===== src/rtl/pwm_capture.sv =====
// Four-channel PWM capture: each channel measures period and high time between rising
// edges, flags stuck inputs, and one read port returns a channel's latched result.
module pwm_capture #(
    parameter int unsigned      WIDTH   = 16,
    parameter logic [WIDTH-1:0] TIMEOUT = {WIDTH{1'b1}}
) (
    input  logic             clk,
    input  logic             rst,
    input  logic [3:0]       pwm_in,
    input  logic [1:0]       ch_sel,
    input  logic             rd,
    output logic             rd_ack,
    output logic [WIDTH-1:0] high_time,
    output logic [WIDTH-1:0] period,
    output logic [3:0]       valid,
    output logic [3:0]       overrun,
    output logic [3:0]       stuck
);
    localparam int unsigned NCH = 4;

    typedef enum logic {
        ST_IDLE    = 1'b0,
        ST_MEASURE = 1'b1
    } state_t;

    logic [NCH-1:0]   sync_q;
    logic [NCH-1:0]   s_q;
    logic [NCH-1:0]   prev_q;
    logic [NCH-1:0]   rise;
    logic [WIDTH-1:0] lat_period [NCH];
    logic [WIDTH-1:0] lat_high   [NCH];

    // Two-flop synchroniser plus one history flop for edge detection.
    always_ff @(posedge clk or negedge rst) begin
        if (!rst) begin
            sync_q <= '0;
            s_q    <= '0;
            prev_q <= '0;
        end else begin
            sync_q <= pwm_in;
            s_q    <= sync_q;
            prev_q <= s_q;
        end
    end

    assign rise = s_q & ~prev_q;

    generate
        for (genvar gi = 0; gi < NCH; gi++) begin : g_ch
            state_t           state_q;
            logic [WIDTH-1:0] cnt_p_q;
            logic [WIDTH-1:0] cnt_h_q;
            logic [WIDTH-1:0] period_q;
            logic [WIDTH-1:0] high_q;
            logic             valid_q;
            logic             overrun_q;
            logic             stuck_q;
            logic             rd_hit;
            logic             timeout;
            logic             latch;

            assign rd_hit  = rd && (ch_sel == 2'(gi));
            assign timeout = !rise[gi] && (cnt_p_q == TIMEOUT) && !stuck_q;
            assign latch   = (rise[gi] && (state_q == ST_MEASURE)) || timeout;

            always_ff @(posedge clk or negedge rst) begin
                if (!rst) begin
                    state_q   <= ST_IDLE;
                    cnt_p_q   <= '0;
                    cnt_h_q   <= '0;
                    period_q  <= '0;
                    high_q    <= '0;
                    valid_q   <= 1'b0;
                    overrun_q <= 1'b0;
                    stuck_q   <= 1'b0;
                end else begin
                    if (rise[gi]) begin
                        if (state_q == ST_MEASURE) begin
                            period_q <= cnt_p_q;
                            high_q   <= cnt_h_q;
                        end
                        state_q <= ST_MEASURE;
                        cnt_p_q <= WIDTH'(1);
                        cnt_h_q <= WIDTH'(1);
                        stuck_q <= 1'b0;
                    end else if (timeout) begin
                        period_q <= '0;
                        high_q   <= s_q[gi] ? {WIDTH{1'b1}} : '0;
                        stuck_q  <= 1'b1;
                        state_q  <= ST_IDLE;
                    end else if (cnt_p_q != TIMEOUT) begin
                        // Once at TIMEOUT the counters park until the next rise.
                        cnt_p_q <= cnt_p_q + WIDTH'(1);
                        cnt_h_q <= cnt_h_q + WIDTH'(s_q[gi]);
                    end

                    // A latch landing on the same edge as a read of this channel
                    // leaves a fresh, unread result with no overrun.
                    if (latch) begin
                        valid_q   <= 1'b1;
                        overrun_q <= rd_hit ? 1'b0 : (overrun_q | valid_q);
                    end else if (rd_hit) begin
                        valid_q   <= 1'b0;
                        overrun_q <= 1'b0;
                    end
                end
            end

            assign lat_period[gi] = period_q;
            assign lat_high[gi]   = high_q;
            assign valid[gi]      = valid_q;
            assign overrun[gi]    = overrun_q;
            assign stuck[gi]      = stuck_q;
        end
    endgenerate

    // Read port samples the latches before this edge's updates land.
    always_ff @(posedge clk or negedge rst) begin
        if (!rst) begin
            rd_ack    <= 1'b0;
            high_time <= '0;
            period    <= '0;
        end else begin
            rd_ack <= rd;
            if (rd) begin
                high_time <= lat_high[ch_sel];
                period    <= lat_period[ch_sel];
            end
        end
    end

endmodule

===== config.mk =====
export PLATFORM = sky130hd
export DESIGN_NAME = pwm_capture
export DESIGN_NICKNAME = d
export VERILOG_FILES = /design/src/rtl/pwm_capture.sv
export SDC_FILE = /design/constraint.sdc
export NUM_CORES = 1
export LEC_CHECK = 0
export ABC_AREA = 1
export CAP_MARGIN = 15
export CORE_MARGIN = 1
export CORE_UTILIZATION = 30
export DETAILED_ROUTE_END_ITERATION = 10
export GPL_ROUTABILITY_DRIVEN = 0
export REMOVE_ABC_BUFFERS = 1
export SKIP_CTS_REPAIR_TIMING = 1
export SKIP_LAST_GASP = 1
export SYNTH_ARGS = -nofsm -noshare
export SYNTH_HDL_FRONTEND = slang
export SYNTH_SLANG_ARGS = --single-unit
export TNS_END_PERCENT = 30

===== constraint.sdc =====
create_clock -name clk -period 2.2 [get_ports clk]
set_clock_uncertainty 0.05 [all_clocks]
set_input_delay 0.66 -clock clk [delete_from_list [all_inputs] [get_ports clk]]
set_output_delay 0.66 -clock clk [all_outputs]
set_load 0.1 [all_outputs]

### Word-level counts from Yosys, hierarchy flattened

Cells that the tools add are included.

* bits in registers: 317
* input port bits: 9
* output and inout bits: 45
* logic and storage cells: 212

* $add $sub $neg: 8
* $lt $le $gt $ge: 1
* equal/unequal tests: 19
* muxes and demuxes: 90
* bitwise operators: 7
* reduce and logical (&&, ||, !) cells: 49

Operators by type and width (count)
* $mux W16: 56
* $add A16 B1 Y16: 4
* $add A16 B1 Y16 const B: 4
* $bmux W16 S2: 2
* $eq A16 B16 Y1 const B: 4
* $ne A16 B16 Y1 const B: 4
* $mux W1: 32
* $reduce_bool A2 Y1: 12
* $logic_and A1 B1 Y1: 16
* $reduce_and A2 Y1: 8
* $logic_not A1 Y1: 8
* $ne A2 B1 Y1 const B: 4
* $ne A2 B2 Y1 const B: 4
* $and A4 B4 Y4: 1
* $eq A2 B2 Y1 const B: 2
* $logic_or A1 B1 Y1: 4
* $not A4 Y4: 1
* $or A1 B1 Y1: 4
* $ge A3 B3 Y1 const B: 1
* $not A2 Y3: 1
* $eq A2 B1 Y1 const B: 1
* $logic_not A2 Y1: 1

### Depth between registers and ports, before layout

Gate-level depths: netlist (run 1).

* depth after elaboration: 7
* mapped depth: 10
* gate-level depth less buffers: 9

### Worst setup path before layout (run 1)

No wires, ideal clock.

* path kind: register to register
* from: reg g_ch[1].cnt_p_q[0]
* to: reg g_ch[1].state_q
* setup time: 0.120 ns
* arrival time: 1.534 ns
* data required time: 2.030 ns
* setup slack: 0.497 ns
* stages on the path, launching flop included: 10
* buffers on the path: 1
* clock period less this slack: 1.703 ns
* cell sequence: dfrtp_1 > ha_1 > nand2_1 > nor2_4 > nand2_2 > nor2_8 > nand3_4 > buf_2 > o21ai_0 > inv_1

* word-level cells in the longest chain between the ends: 4

Ends and longest elaborated chain
* start, declared: RTL line 51 `logic [WIDTH-1:0] cnt_p_q;`
* start signal, assigned: RTL line 93 `cnt_p_q <= cnt_p_q + WIDTH'(1);`
* $eq A16 B16 Y1: RTL line 63 `assign timeout = !rise[gi] && (cnt_p_q == TIMEOUT) && !stuck_q;`
* $logic_and A1 B1 Y1 (2 in series): RTL line 63
* $reduce_bool A2 Y1 (no line)
* end signal, assigned: RTL line 68 `state_q <= ST_IDLE;`
* end signal, assigned: RTL line 82 `state_q <= ST_MEASURE;`
* end signal, assigned: RTL line 90 `state_q <= ST_IDLE;`
* end, declared: RTL line 50 `state_t state_q;`

Every way passes these cells.
A chain may end at the register's enable or synchronous reset.

### Worst setup path after layout (run 1)

* from: reg g_ch[2].cnt_p_q[0]
* to: reg g_ch[2].high_q[2]

* word-level cells in the longest chain between the ends: 5

Ends and longest elaborated chain
* start, declared: RTL line 51
* start signal, assigned: RTL line 93
* $eq A16 B16 Y1: RTL line 63
* $logic_and A1 B1 Y1 (2 in series): RTL line 63
* $reduce_bool A2 Y1 (no line)
* $reduce_and A2 Y1 (no line)
* end signal, assigned: RTL line 80 `high_q <= cnt_h_q;`
* end signal, assigned: RTL line 88 `high_q <= s_q[gi] ? {WIDTH{1'b1}} : '0;`
* end, declared: RTL line 54 `logic [WIDTH-1:0] high_q;`

Every way passes these cells.

==> out/qor.csv, run 1 <==
stage,metric,value,unit
synth,post-synth-top-area-cell,dfrtp_1,
floorplanning,initial_core_util,30.5,%
power,cell_internal_pwr,11200,uW
critical_path,reg2reg_to,g_ch[2].high_q[2],
placed_design,buffer_ports.inserted,53,
synth,synth_flop_cell,dfrtp_1,
critical_path,crit_fanout,33,
clocking,clk_root_buffer_cell,clkbuf_16,
route,avgRoutedWirePerCell,16.0,um
global_routing,global_route.overflow_total,0,
global_routing,groute.usage.overall,17.3,%
timing,relSlewSlack,63.3,%
clocking,clk_pin_slew,60,ps
synth,yosysMostFrequentCell,nand2_1,
clocking,cts_tree,built,
synth,main_area_contributors_after_synthesis,"dfrtp_1 48%, nand2_1 17%, nand3_1 8.0%",
critical_path,rr_worst_depth,9,
timing,slew_violations,0,
power,irDropWorstVdd,0.000496,V
global_routing,grt_pass1_wl,77.7,mm
outcome,outcome,finished clean,
critical_path,required,2640,ps
synth,ys_seq_elements,317,
synth,synth_async_sr_flop_share,100,%
route,drc,0,
synth,gate_count_post_synth,2218,
worst_hold_path,hold-path-endpoint,s_q[3],
cells_and_area,n_antenna_cell,0,
critical_path,cp_cell_sequence,ha_1 -> nand2_1 -> nor2_2 -> nand2_2 -> nor2_8 -> nand3_4 -> nand2_4 -> nand2_1 -> nand2_1,
clocking,cts_made_buffers,38,
timing,layout_worst_path_cycle_share,90.8,%
power,clkPwrFrac,40.7,%
floorplanning,die_area,55900,um^2
critical_path,critical_path.max_stage_delay,410,ps
power,seq_power_share,43.5,%
synth,area_share_of_the_largest_cell_type_after_synthesis,48.1,%
critical_path,path_common_cell,nand2_1,
global_routing,antenna_found_initial,0,
clocking,cts_htree_levels,2,
worst_hold_path,hp-start,sync_q[3],
route,via_count,14900,
timing,hold_violations,0,
synth,netlist-cell-type-count,35,
synth,yosysWarningCount,0,
synth,synth_enable_flop_cells,0,
clocking,max-clock-path-buffers,3,
critical_path,reg2reg_slack,200,ps
placed_design,dp.final_hpwl,34.2,mm
timing,setup_total_negative_slack,0,ps
critical_path,arrival,2440,ps
synth,ys_top_cells_by_count,"738 x nand2_1, 317 x dfrtp_1, 262 x nand3_1, 236 x nor2_1, 187 x inv_1",
critical_path,crit_path_top_delay_cell,dfrtp_1,
power,power.density,820,nW/um^2
critical_path,criticalPathCategory,reg2reg,
floorplanning,die_h,236,um
synth,synth.yosys.seq_area_share,48.1,%
route,avgViaCountPerCell,5.01,
power,power.share.switching,30.3,%
timing,post-route-min-period,2000,ps
power,totalPowerFinal,16100,uW
timing,setup_viol_count_final,0,
timing,tightestPinTransition,549,ps
floorplanning,design.core.area,54000,um^2
floorplanning,boundaryPins,54,
worst_hold_path,timing.hold.worst.class,reg2reg,
route,dr.first_iter.drc_count,1384,
synth,post_synth_design_cell_area,16500,um^2
timing,setup_repair_after_global_routing_missed_its_margin,false,
timing,holdWs,296,ps
critical_path,worst_setup_path_end_kind,register,
clocking,numClockSinks,317,
critical_path,crit-reg2reg-launch,g_ch[2].cnt_p_q[0],
power,net-switching-power,4880,uW
global_routing,grt_max_degree,61,
route,detail_route.wirelength,47.6,mm
cells_and_area,design.final.nets,2278,
global_routing,vias_in_the_first_global_route,14300,
cells_and_area,drive_above_1_share,8.76,%
worst_hold_path,hold_depth,0,
critical_path,timing.critical_path.from_type,register,
power,comb_power_share,15.8,%
power,cellLeakagePower,0.00946,uW
cells_and_area,areaGrowthSynthToFinish,19.0,%
job,max-cap-violations,0,
route,first_pass_iters,5,
clocking,worstSkewPairLatency,560,ps
route,detail-route-antenna-nets,0,
floorplanning,fp.dieW,236,um
synth,postSynthAreaPerCell,7.43,um^2
floorplanning,core.rowCount,85,
timing,achievable-frequency,0.501,GHz
==> routing by layer <==
metal | track usage [%] | share of wire, %
met4 | 5.16 | 2.6
met1 | 24.9 | 47
met2 | 26.3 | 45
met5 | 0 | 0
met3 | 3.03 | 5.5
==> power groups by stage <==
| stage | Sequential, uW | Combinational [uW] | Clock (uW) |
|---|---|---|---|
| after detailed placement | 7080 | 2540 | 0 |
| after CTS | 6990 | 2550 | 6700 |
| after global placement | 7090 | 2490 | 0 |
| after global routing | 7060 | 2800 | 6930 |
| after floorplan | 7390 | 1040 | 0 |
| final | 7000 | 2550 | 6540 |
==> through the flow <==
step                util (%)  std cells  cell area (um^2)  setup slack (ps)
finish                  36.3       2978             19600               202
global route            36.3       2978             19600              22.3
CTS                     36.3       2977             19600               192
global placement        33.9       2912             18300             -20.3
floorplan                  -       2114             15900             -84.0
detailed placement      33.9       2912             18300             -36.7
==> cell usage in the layout, fill, tap and decap left out, types with 6 or more instances in the layout <==
| master | instances |
|---|---|
| clkbuf_16 | 41 |
| nor3_1 | 17 |
| inv_2 | 10 |
| ha_1 | 12 |
| inv_1 | 187 |
| clkbuf_8 | 8 |
| a31oi_1 | 13 |
| a21oi_1 | 83 |
| o21ai_1 | 7 |
| buf_4 | 37 |
| a41oi_1 | 12 |
| nand2_2 | 8 |
| nor2_2 | 11 |
| nor2_1 | 233 |
| nand2_1 | 738 |
| xor2_1 | 16 |
| nand3_1 | 262 |
| o21ai_0 | 90 |
| nand4_1 | 67 |
| buf_12 | 57 |
| clkdlybuf4s50_1 | 6 |
| dfrtp_1 | 317 |
| a22oi_1 | 8 |
==> cell families after synthesis <==
logic type	Yosys count	synth area share [%]
buffers and inverters	302	7.80
DFF	317	48.1
AOI/OAI and AO/OA	214	7.01
adders and majority gates	12	0.911
and+or+nand+nor	1357	35.3
xor gates and xnor gates	16	0.850
==> critical path, delay by kind of cell (launching register included) <==
family / cells / cell delay (ps)
and+or+nand+nor: 8 / 1230
adders and majority gates: 1 / 250
DFF: 1 / 410
==> final cells by class <==
cell class,instances,area (um^2)
fillers,5568,34400
repair buffers,103,1510
inverters,198,743
clock buffers,54,1150
multi-input cells,1599,7270
flip-flops and latches,317,7930
clock inverters,11,139
well taps,696,871
==> worst max path at each step <==
stage	start	endpoint	slack, ps
2_1_floorplan	ch_sel[1]	g_ch[2].overrun_q	-80
3_3_place_gp	ch_sel[1]	g_ch[0].overrun_q	-20
3_5_place_dp	ch_sel[1]	high_time[0]	-40
4_1_cts	high_time[8]	high_time[8]	190
5_1_grt	g_ch[2].cnt_p_q[0]	g_ch[2].high_q[2]	20
6_report	g_ch[2].cnt_p_q[0]	g_ch[2].high_q[2]	200
==> state kept, by name, summed over array words and instances, names as in the netlist <==
| name | cells |
|---|---|
| g_ch.cnt_h_q | 64 |
| g_ch.cnt_p_q | 64 |
| g_ch.high_q | 64 |
| g_ch.overrun_q | 4 |
| g_ch.period_q | 64 |
| g_ch.state_q | 4 |
| g_ch.stuck_q | 4 |
| g_ch.valid_q | 4 |
| high_time | 16 |
| period | 16 |
| prev_q | 4 |
| rd_ack | 1 |
| s_q | 4 |
| sync_q | 4 |
Note: power is estimated with default switching activity, not from simulation.
==> run 2, diff against run 1 <==
CELL_PAD_IN_SITES_DETAIL_PLACEMENT = 0   (was not set)
CELL_PAD_IN_SITES_GLOBAL_PLACEMENT = 1   (was not set)
PLACE_DENSITY_LB_ADDON = 0.1   (was not set)
==> run 2 against run 1 <==
Final cell count grew 0.91%. Die area unchanged. Highest routed layer unchanged. Non-clock buffer count rose by 18. Largest cell class unchanged.
==> out/qor.csv, run 2 (synthesis gave the netlist of run 1 again) <==
stage,metric,value,unit
worst_hold_path,hold_depth,0,
timing,worst_setup_margin,214,ps
clocking,worstSkewPairLatency,560,ps
critical_path,cp_num_cells,1,
placed_design,placement.setup.worst_slack,-66.1,ps
timing,slew_violations,0,
worst_hold_path,hp-start,sync_q[1],
job,max-cap-violations,0,
critical_path,critical_path.max_stage_delay,490,ps
route,via_count,14700,
cells_and_area,n_antenna_cell,0,
critical_path,worst_setup_path_end_kind,output pin,
placed_design,dp.final_hpwl,39.3,mm
timing,achievable-frequency,0.503,GHz
cells_and_area,areaGrowthSynthToFinish,20.8,%
cells_and_area,final_common_cell,nand2_1,
critical_path,crit_fanout,2,
route,first_pass_iters,5,
floorplanning,design.core.area,54000,um^2
floorplanning,die_area,55900,um^2
placed_design,buffer_ports.inserted,53,
cells_and_area,fillers,5673,
cells_and_area,drive_above_1_share,9.96,%
floorplanning,boundaryPins,54,
power,power.density,836,nW/um^2
timing,layout_worst_path_cycle_share,90.3,%
clocking,max-clock-path-buffers,3,
power,clkPwrFrac,42.4,%
timing,setup_viol_count_final,0,
critical_path,critical_path.n_buffers_inverters,1,
floorplanning,fp.dieW,236,um
worst_hold_path,timing.hold.worst.class,reg2reg,
critical_path,critical_path.top_delay_family,flip-flops,
route,dr.first_iter.drc_count,1119,
power,cell_internal_pwr,11600,uW
clocking,clk_pin_slew,60,ps
route,detail_route.wirelength,53.7,mm
critical_path,setup.worst_path.end,valid[2],
timing,relSlewSlack,62.4,%
critical_path,timing.critical_path.from_type,register,
critical_path,crit_start,g_ch[2].valid_q,
clocking,clk_root_buffer_cell,clkbuf_16,
clocking,numClockSinks,317,
critical_path,cp_cell_sequence,buf_12,
timing,post-route-min-period,1990,ps
floorplanning,core.rowCount,85,
timing,hold_violations,0,
critical_path,crit_path_top_delay_cell,dfrtp_1,
route,avgRoutedWirePerCell,17.9,um
cells_and_area,layout.cells.most_common_list,"737 x nand2_1, 317 x dfrtp_1, 262 x nand3_1",
power,comb_power_share,15.6,%
power,power.share.switching,30.6,%
critical_path,required,1490,ps
power,seq_power_share,42.0,%
global_routing,groute.usage.overall,19.5,%
global_routing,global_route.overflow_total,0,
global_routing,antenna_found_initial,0,
critical_path,rr_worst_depth,8,
outcome,outcome,finished clean,
route,detail-route-antenna-nets,0,
floorplanning,die_h,236,um
critical_path,criticalPathCategory,reg2out,
timing,setup_total_negative_slack,0,ps
clocking,cts_tree,built,
clocking,cts_made_buffers,41,
global_routing,grt_pass1_wl,85.1,mm
critical_path,reg2reg_to,g_ch[1].cnt_h_q[13],
critical_path,crit-reg2reg-launch,g_ch[1].cnt_p_q[1],
route,drc,0,
placed_design,dpl_cell_area,18500,um^2
floorplanning,initial_core_util,30.5,%
cells_and_area,design.final.nets,2299,
power,cellLeakagePower,0.00963,uW
route,avgViaCountPerCell,4.90,
clocking,cts_htree_levels,2,
power,irDropWorstVdd,0.000439,V
cells_and_area,cell_area_after_layout,19900,um^2
global_routing,grt_max_degree,61,
global_routing,vias_in_the_first_global_route,14400,
timing,tightestPinTransition,563,ps
critical_path,reg2reg_slack,220,ps
timing,setup_repair_after_global_routing_missed_its_margin,false,
power,net-switching-power,5080,uW
critical_path,arrival,1280,ps
==> run 2: changes by cell type in the layout (fill, tap and decap cells not counted), sizes merged <==
cell and delta:
buf +18, clkbuf +5, clkinv +4, clkinvlp -1, inv +1
==> run 2: how the worst min path moves through the flow <==
| stage | slack, ps | end |
|---|---|---|
| global route | 310 | s_q[1] |
| finish | 300 | s_q[1] |
| floorplan | 280 | s_q[0] |
| detailed placement | 290 | s_q[0] |
| global placement | 290 | s_q[1] |
| CTS | -60 | g_ch[1].cnt_p_q[2] |
==> run 2: stage by stage <==
stage,power [uW],utilization [%],hold WS (ps),std cells
finish,16600,36.8,297,3005
global route,17400,36.8,311,3005
CTS,16900,36.8,-56.5,3004
detailed placement,9700,34.2,288,2930
global placement,9680,34.2,290,2930
floorplan,8430,-,281,2114
==> run 2: cell type report <==
class | count | area [um^2] | share of cell area, %
Sequential cell | 317 | 7930 | 39.9
Multi-Input combinational cell | 1599 | 7280 | 36.6
Timing Repair Buffer | 121 | 1660 | 8.32
Clock buffer | 59 | 1260 | 6.31
Tap cell | 696 | 871 | 4.38
Inverter | 198 | 743 | 3.73
Clock inverter | 15 | 160 | 0.805
==> run 2: layer usage <==
layer  track usage (%)  share of wire (%)  up-vias
met5                 0                  0        -
li1                  -                  -     7287
met3              2.53                3.9       64
met1              28.2                 49     7116
met4              5.94                2.3        0
met2              30.2                 45      250
==> run 2: power groups by stage <==
stage / Combinational, uW / Clock [uW] / Sequential (uW)
finish: 2590 / 7060 / 6980
global route: 2860 / 7500 / 7050
CTS: 2620 / 7280 / 6990
detailed placement: 2610 / 0 / 7090
global placement: 2590 / 0 / 7090
floorplan: 1040 / 0 / 7390
